File: src/rtl/llr_frame_assembler_pkg.sv
// Shared definitions for the LLR frame assembler: default frame geometry and output FSM encoding.
package llr_frame_assembler_pkg;

    localparam int LLR_N_LOG2 = 4;
    localparam int LLR_Q      = 6;
    localparam int N          = 2**LLR_N_LOG2;
    localparam int FRAME_W    = N * LLR_Q;
    localparam int CNT_IDX_W  = LLR_N_LOG2;

    localparam logic [1:0] IDLE      = 2'd0;
    localparam logic [1:0] LAUNCH    = 2'd1;
    localparam logic [1:0] WAIT_DONE = 2'd2;

endpackage

File: src/rtl/llr_pingpong_buffer.sv
// Two-frame ping-pong store: serial write port fills one frame while the other waits to be popped.
// A frame becomes poppable on the edge its last sample lands; a popped buffer is writable the cycle after.
module llr_pingpong_buffer #(
    parameter int n = 4,
    parameter int Q = 6
) (
    input  logic                  clk,
    input  logic                  rst_n,
    input  logic                  wr_valid_i,
    input  logic [Q-1:0]          wr_data_i,
    output logic                  wr_ready_o,
    input  logic                  pop_i,
    output logic                  rd_full_o,
    output logic [(2**n)*Q-1:0]   rd_data_o
);

    localparam int FW = (2**n) * Q;

    logic [FW-1:0] buf_q [2];
    logic [1:0]    full_q, full_d;
    logic          wr_sel_q, rd_sel_q;
    logic [n-1:0]  wr_cnt_q;
    logic          wr_fire, wr_last;

    assign wr_ready_o = ~full_q[wr_sel_q];
    assign wr_fire    = wr_valid_i & wr_ready_o;
    assign wr_last    = (wr_cnt_q == '1);
    assign rd_full_o  = full_q[rd_sel_q];
    assign rd_data_o  = buf_q[rd_sel_q];

    // Pop and frame completion always target different buffers, so both edits can apply together.
    always_comb begin
        full_d = full_q;
        if (pop_i)
            full_d[rd_sel_q] = 1'b0;
        if (wr_fire && wr_last)
            full_d[wr_sel_q] = 1'b1;
    end

    always_ff @(posedge clk) begin
        if (!rst_n) begin
            full_q   <= '0;
            wr_sel_q <= 1'b0;
            rd_sel_q <= 1'b0;
            wr_cnt_q <= '0;
        end else begin
            full_q <= full_d;
            if (pop_i)
                rd_sel_q <= ~rd_sel_q;
            if (wr_fire) begin
                wr_cnt_q <= wr_cnt_q + 1'b1;
                if (wr_last)
                    wr_sel_q <= ~wr_sel_q;
            end
        end
    end

    // Sample storage needs no reset: every slot is rewritten before its frame can be popped.
    always_ff @(posedge clk) begin
        if (wr_fire)
            buf_q[wr_sel_q][int'(wr_cnt_q) * Q +: Q] <= wr_data_i;
    end

endmodule

File: src/rtl/llr_frame_assembler.sv
// Packs serial channel LLRs into 2^n-sample frames and launches each as a one-cycle strobe to the SC decoder.
// Launch lands one edge after the last sample; s_ready drops only while both ping-pong buffers hold frames.
module llr_frame_assembler
    import llr_frame_assembler_pkg::*;
#(
    parameter int n     = LLR_N_LOG2,
    parameter int Q     = LLR_Q,
    parameter int CNT_W = 16
) (
    input  logic                  clk,
    input  logic                  rst_n,
    input  logic [Q-1:0]          s_llr,
    input  logic                  s_valid,
    output logic                  s_ready,
    input  logic                  decoder_busy,
    input  logic                  decoder_done,
    output logic [(2**n)*Q-1:0]   channel_LLR_in,
    output logic                  channel_LLR_valid,
    output logic [CNT_W-1:0]      frame_cnt
);

    localparam int FW = (2**n) * Q;

    logic          buf_wr_rdy, buf_rd_full, launch;
    logic [FW-1:0] buf_rd_dat;

    logic [1:0]       state_q, state_d;
    logic             vld_q, vld_d;
    logic [FW-1:0]    data_q, data_d;
    logic [CNT_W-1:0] cnt_q, cnt_d;

    assign s_ready = rst_n & buf_wr_rdy;
    assign launch  = (state_q == IDLE) & buf_rd_full & ~decoder_busy;

    llr_pingpong_buffer #(
        .n (n),
        .Q (Q)
    ) u_buf (
        .clk        (clk),
        .rst_n      (rst_n),
        .wr_valid_i (s_valid & s_ready),
        .wr_data_i  (s_llr),
        .wr_ready_o (buf_wr_rdy),
        .pop_i      (launch),
        .rd_full_o  (buf_rd_full),
        .rd_data_o  (buf_rd_dat)
    );

    // The bus is forced to zero whenever the strobe is low.
    always_comb begin
        state_d = state_q;
        vld_d   = 1'b0;
        data_d  = '0;
        cnt_d   = cnt_q;
        case (state_q)
            IDLE: begin
                if (launch) begin
                    state_d = LAUNCH;
                    vld_d   = 1'b1;
                    data_d  = buf_rd_dat;
                    cnt_d   = cnt_q + CNT_W'(1);
                end
            end
            LAUNCH:    state_d = WAIT_DONE;
            WAIT_DONE: if (decoder_done) state_d = IDLE;
            default:   state_d = IDLE;
        endcase
    end

    always_ff @(posedge clk) begin
        if (!rst_n) begin
            state_q <= IDLE;
            vld_q   <= 1'b0;
            data_q  <= '0;
            cnt_q   <= '0;
        end else begin
            state_q <= state_d;
            vld_q   <= vld_d;
            data_q  <= data_d;
            cnt_q   <= cnt_d;
        end
    end

    assign channel_LLR_in    = data_q;
    assign channel_LLR_valid = vld_q;
    assign frame_cnt         = cnt_q;

endmodule

File: config.mk
export PLATFORM = sky130hd
export DESIGN_NAME = llr_frame_assembler
export DESIGN_NICKNAME = d
export VERILOG_FILES = /design/src/rtl/llr_frame_assembler_pkg.sv /design/src/rtl/llr_pingpong_buffer.sv /design/src/rtl/llr_frame_assembler.sv
export SDC_FILE = /design/constraint.sdc
export NUM_CORES = 1
export LEC_CHECK = 0
export BUFFER_PORTS_ARGS = -buffer_cell sky130_fd_sc_hd__buf_2
export CAP_MARGIN = 15
export CORE_ASPECT_RATIO = 1.4
export CORE_UTILIZATION = 53
export DETAILED_ROUTE_END_ITERATION = 8
export GPL_TIMING_DRIVEN = 0
export HOLD_SLACK_MARGIN = 0.15
export PLACE_DENSITY = 0.78
export SLEW_MARGIN = 40
export SYNTH_ARGS = -nofsm -noshare
export SYNTH_HDL_FRONTEND = slang
export SYNTH_SLANG_ARGS = --single-unit
File: constraint.sdc
create_clock -name clk -period 3.8 [get_ports clk]
set_input_delay 0.38 -clock clk [delete_from_list [all_inputs] [get_ports clk]]
set_output_delay 0.38 -clock clk [all_outputs]
set_load 0.1 [all_outputs]
==> metrics.csv, run 1 <==
metric,value,unit
setup_tns,0,ns
cellPowerDensity,463,mW/mm2
synth-seq-area-share,64.5,%
power_frac_clock,40.7,%
track_usage,25.5,%
antenna_left,0,
critPathMaxFanout,8,
fp.dieH,186,um
worst_slew_pin_slew,0.815,ns
period_needed,3.65,ns
vias_per_cell,5.74,
drive_gt1_share,21.5,%
gp_congestion,0.954,
synthMostInstantiatedCell,nor2_1,
rows,66,
avgSynthCellArea,11.8,um2
setup_viol,0,
synth_xor_xnor_area_share,1.55,%
switchingPower,0.00160,W
clkTransAtPathRegs,0.06,ns
arrival,3.85,ns
cts_sinks,315,
insertion_delay,0.56,ns
ff2ff_path_depth,10,
wire_per_inst,20.3,um
antenna_found_initial,0,
relSlewSlack,45.5,%
hpwl,23400,um
synth_area_leader_cell,edfxtp_1,
hold-path-cell-count,4,
hold-worst-slack,0.188,ns
drt_iter0_markers,819,
cts-root-buf,clkbuf_16,
synth-simple-area-share,15.8,%
cts_max_level,1,
switching_share,23.1,%
layout.nets,1264,
stdcell_area,0.0150,mm2
numCtsBuffers,29,
grt_pass1_vias,8562,
power_frac_comb,7.5,%
clock_path_buffers,3,
diodes,0,
peakVddDrop,0.347,mV
p_leak,5.43,nW
criticalPathCategory,flop to flop,
syn_to_final_growth,17.9,%
cell_internal_pwr,0.00536,W
yosys-top-cells-area,"edfxtp_1 45%, dfxtp_1 19%, mux2i_1 8.0%",
grt_first_pass_wirelength,47400,um
yosys_warnings,0,
start_util,54.4,%
grt_max_degree,16,
yosysTopAreaCellShare,45.2,%
muxShareOfSynthArea,8.36,%
cp-end-kind,flop,
io_buffers,123,
boundaryPins,125,
synth_area,0.0128,mm2
grt.overflow.total,0,
async_reset_ff_share,0,%
finalCritPeriodShare,96.2,%
synth_edf_count,192,
synth_flop_cell,edfxtp_1,
die_w,133,um
yosysUniqueCellTypes,69,
startpoint_type,flop,
pre_cts_ws,-0.924,ns
finClkSkew,0.0256,ns
fmax,274,MHz
synth_fa_ha_area_share,0.942,%
cts_tree,done,
syn-instance-count,1083,
core,0.0235,mm2
dr.pass1.iters,5,
slew_violations,0,
syn_nets,1103,
via_count,9028,
pwr-share-seq,51.8,%
synth_top_family_by_area,simple AND/OR/NAND/NOR gates,
fillers,1769,
hp-class,input port to flop,
cap_violations,0,
crit_required,3.99,ns
setup_ws,0.145,ns
r2r_setup_slack,0.15,ns
drc,0,
yosys-top-cells-count,"253 x nor2_1, 192 x edfxtp_1, 123 x dfxtp_1",
outcome,"complete, no violations",
die-area,0.0247,mm2
synth_compound_area_share,6.22,%
finalHoldViolations,0,
rsz0062_at_grt,false,
placed_area,0.0138,mm2
ys_seq_elements,315,
wl,32000,um
-- worst max-delay path: stages, from the launching register on --
cell and delay, ns:
dfxtp_1 0.44, ha_4 0.20, inv_1 0.06, fa_2 0.62
nor3b_4 0.32, nand2_1 0.15, a21oi_1 0.15, ha_2 0.34
or3_1 0.38, buf_2 0.19, nor4_1 0.45
-- power groups by stage --
stage,clock network (W),registers (W),logic [W]
after CTS,0.00285,0.00360,0.000490
after global placement,0,0.00368,0.000465
final,0.00284,0.00360,0.000522
after global routing,0.00299,0.00360,0.000544
after detailed placement,0,0.00368,0.000469
after floorplan,0,0.00368,0.000307
-- placed cells by master, fill, tap and decap left out, types with 10 or more instances in the layout --
| cell | instances |
|---|---|
| nand4_1 | 16 |
| nor2_1 | 237 |
| dfxtp_1 | 122 |
| xnor2_1 | 11 |
| nor2_2 | 16 |
| clkbuf_1 | 40 |
| mux2i_1 | 102 |
| buf_2 | 140 |
| a21oi_1 | 12 |
| o21ai_0 | 15 |
| nand3_1 | 20 |
| clkbuf_16 | 31 |
| nand2_1 | 38 |
| and2_1 | 20 |
| inv_1 | 17 |
| edfxtp_1 | 192 |
| buf_4 | 10 |
| nor3_1 | 39 |
-- cell families after synthesis --
group,after synthesis
multiplexers,106
adder cells (fa/ha/maj),9
flip-flops,315
AO/OA/AOI/OAI,100
XOR/XNOR,20
buffers and inverters,83
AND/OR/NAND/NOR,450
-- what timing repair did --
action	4_1_cts	5_1_grt
pin swaps	2	4
gates resized for setup	33	42
setup endpoints to repair	382	256
hold endpoints to repair	1	0
hold buffers	1	0
setup buffers	2	4
-- per-stage QoR --
step / instances / power, W / utilization [%]
global route: 1573 / 0.00713 / 64.1
floorplan: 1083 / 0.00398 / -
finish: 1573 / 0.00696 / 64.1
detailed placement: 1513 / 0.00415 / 58.7
global placement: 1512 / 0.00414 / 58.6
CTS: 1569 / 0.00694 / 63.4
-- routing by layer --
layer | vias to the layer above | track usage [%] | share of wire [%] | routed length, um
li1 | 4196 | - | - | -
met5 | - | 0 | 0 | 0
met1 | 4303 | 29.5 | 37 | 11900
met2 | 423 | 45.2 | 51 | 16200
met3 | 106 | 3.32 | 6.3 | 2010
met4 | 0 | 15.8 | 6.0 | 1900
-- final timing paths --
path / end / from
min reg2reg: channel_LLR_in[9]$_SDFF_PN0_ / u_buf.buf_q[0][9]$_DFFE_PP_
min: u_buf.full_q[0]$_SDFF_PN0_ / decoder_busy
max reg2reg: u_buf.buf_q[0][1]$_DFFE_PP_ / u_buf.wr_cnt_q[0]$_SDFFE_PN0P_
max: u_buf.buf_q[0][1]$_DFFE_PP_ / u_buf.wr_cnt_q[0]$_SDFFE_PN0P_
-- flip-flops by register name (all words and copies together) (netlist names) --
register,flops
u_buf.rd_sel_q,1
channel_LLR_in,96
u_buf.buf_q,192
u_buf.wr_cnt_q,4
channel_LLR_valid,1
frame_cnt,16
state_q,2
u_buf.full_q,2
u_buf.wr_sel_q,1
-- area by class of cell --
type                    count  area [um2]  area share [%]
multi-input cells         685        4430            29.5
flip-flops and latches    315        8230            54.7
repair buffers            131         676            4.49
well taps                 306         383            2.55
inverters                  17        66.3           0.441
plain buffers              65         292            1.94
clock inverters            11        70.1           0.466
clock buffers              43         885            5.88
No activity file was read; power rests on OpenSTA's default activity.
==> inputs of run 2 (changes only) <==
- CELL_PAD_IN_SITES_DETAIL_PLACEMENT: unset -> 0
- CELL_PAD_IN_SITES_GLOBAL_PLACEMENT: unset -> 1
- CORE_UTILIZATION: 53 -> 43
- GPL_TIMING_DRIVEN: 0 -> unset
==> metrics.csv, run 2 (synthesis results as in run 1) <==
metric,value,unit
dr.pass1.iters,5,
via_count,8686,
startpoint_type,flop,
start_util,43.7,%
cts_tree,done,
track_usage,20.3,%
setup_viol,0,
hold_start,decoder_busy,
most-common-layout-cells,"253 x nor2_1, 192 x edfxtp_1, 124 x buf_2",
numCtsBuffers,29,
hp-class,input port to flop,
io_buffers,124,
antenna_left,0,
arrival,3.78,ns
final_cells,1620,
cp-end-kind,flop,
wl,31000,um
startpoint,u_buf.wr_cnt_q[2]$_SDFFE_PN0P_,
cts_sinks,315,
finClkSkew,0.0190,ns
cell_internal_pwr,0.00545,W
criticalPathCategory,flop to flop,
drc,0,
critPathMaxFanout,12,
power_frac_clock,41.3,%
grt_first_pass_wirelength,45800,um
cts-root-buf,clkbuf_16,
power_frac_comb,7.3,%
pwr-share-seq,51.5,%
dp_cells,1565,
grt.overflow.total,0,
diodes,0,
vias_per_cell,5.36,
boundaryPins,125,
fin_total_pwr,0.00700,W
syn_to_final_growth,17.0,%
post-route-util,51.2,%
core,0.0292,mm2
antenna_found_initial,0,
rows,74,
p_leak,5.45,nW
regMostFlops,u_buf.buf_q,
relSlewSlack,40.1,%
largest_reg_flops,192,
slew_violations,0,
gp_congestion,0.940,
die-area,0.0304,mm2
cellPowerDensity,469,mW/mm2
hold-worst-slack,0.195,ns
wire_per_inst,19.1,um
insertion_delay,0.55,ns
layout.nets,1238,
final_common_cell,nor2_1,
rr_startpoint,u_buf.wr_cnt_q[2]$_SDFFE_PN0P_,
drive_gt1_share,19.1,%
fp.dieH,206,um
crit_required,4.03,ns
cts_max_level,1,
clkTransAtPathRegs,0.06,ns
clock_path_buffers,3,
peakVddDrop,0.303,mV
finalHoldViolations,0,
die_w,148,um
drt_iter0_markers,494,
fmax,282,MHz
finalCritPeriodShare,93.3,%
switchingPower,0.00155,W
cap_violations,0,
hpwl,23100,um
outcome,"complete, no violations",
grt_max_degree,55,
grt_pass1_vias,8201,
switching_share,22.2,%
period_needed,3.54,ns
worst_slew_pin_slew,0.894,ns
rsz0062_at_grt,false,
setup_tns,0,ns
==> run 2: cell count changes in the layout (fill, tap and decap cells not counted), moves of 8 or more <==
cell / delta
nor2_1: +16
nand3_1: +13
buf_4: +33
nand3_2: -8
buf_2: -16
clkbuf_1: -34
nor2_2: -16
==> run 2: path summary, 6_finish.rpt <==
check,to,slack (ns),cells after the start
max,u_buf.buf_q[1][74]$_DFFE_PP_,0.26,10
min,u_buf.full_q[0]$_SDFF_PN0_,0.19,4
min reg2reg,channel_LLR_in[75]$_SDFF_PN0_,0.48,2
max reg2reg,u_buf.buf_q[1][74]$_DFFE_PP_,0.26,10
==> run 2: routing by layer <==
| layer | up-vias | routed length [um] | GRT usage (%) |
|---|---|---|---|
| met4 | 0 | 1760 | 11.9 |
| met1 | 4134 | 11500 | 22.0 |
| met5 | - | 0 | 0 |
| li1 | 4139 | - | - |
| met3 | 89 | 1540 | 2.35 |
| met2 | 324 | 16200 | 37.8 |
==> run 2: stage by stage <==
step / instance area (um2) / setup WS (ns)
after CTS: 14900 / 0.175
after global routing: 14900 / 0.0348
final: 14900 / 0.255
after global placement: 13900 / 0.239
after floorplan: 12800 / 0.266
after detailed placement: 13900 / 0.184
==> run 2: cell type report <==
cell class,instances,area [um2]
timing repair buffer,170,978
tap,380,475
inverter,17,63.8
clock inverter,14,145
multi-input combinational,685,4220
clock buffer,39,815
sequential,315,8230
fill,2613,14200
==> run 2: power groups by stage <==
stage	combinational, W	clock, W	sequential (W)
after floorplan	0.000307	0	0.00368
after global placement	0.000499	0	0.00368
after detailed placement	0.000498	0	0.00368
after CTS	0.000500	0.00293	0.00360
after global routing	0.000540	0.00306	0.00360
final	0.000509	0.00289	0.00360
==> run 2: repair_timing <==
action / in CTS / in global routing
hold buffers: 1 / 0
endpoints found under the setup margin: 0 / 20
endpoints found under the hold margin: 1 / 0
setup buffers: 0 / 0
resized for setup: 0 / 3
==> run 2: worst max-delay path, cell delays in order (launching register included) <==
cell and delay [ns]:
dfxtp_1 0.33, clkinv_1 0.13, ha_1 0.52, nand2b_1 0.26, nand3_1 0.20, a21oi_1 0.09
ha_1 0.24, a31oi_1 0.22, a22o_1 0.44, nand3_1 0.47, nor2_1 0.33
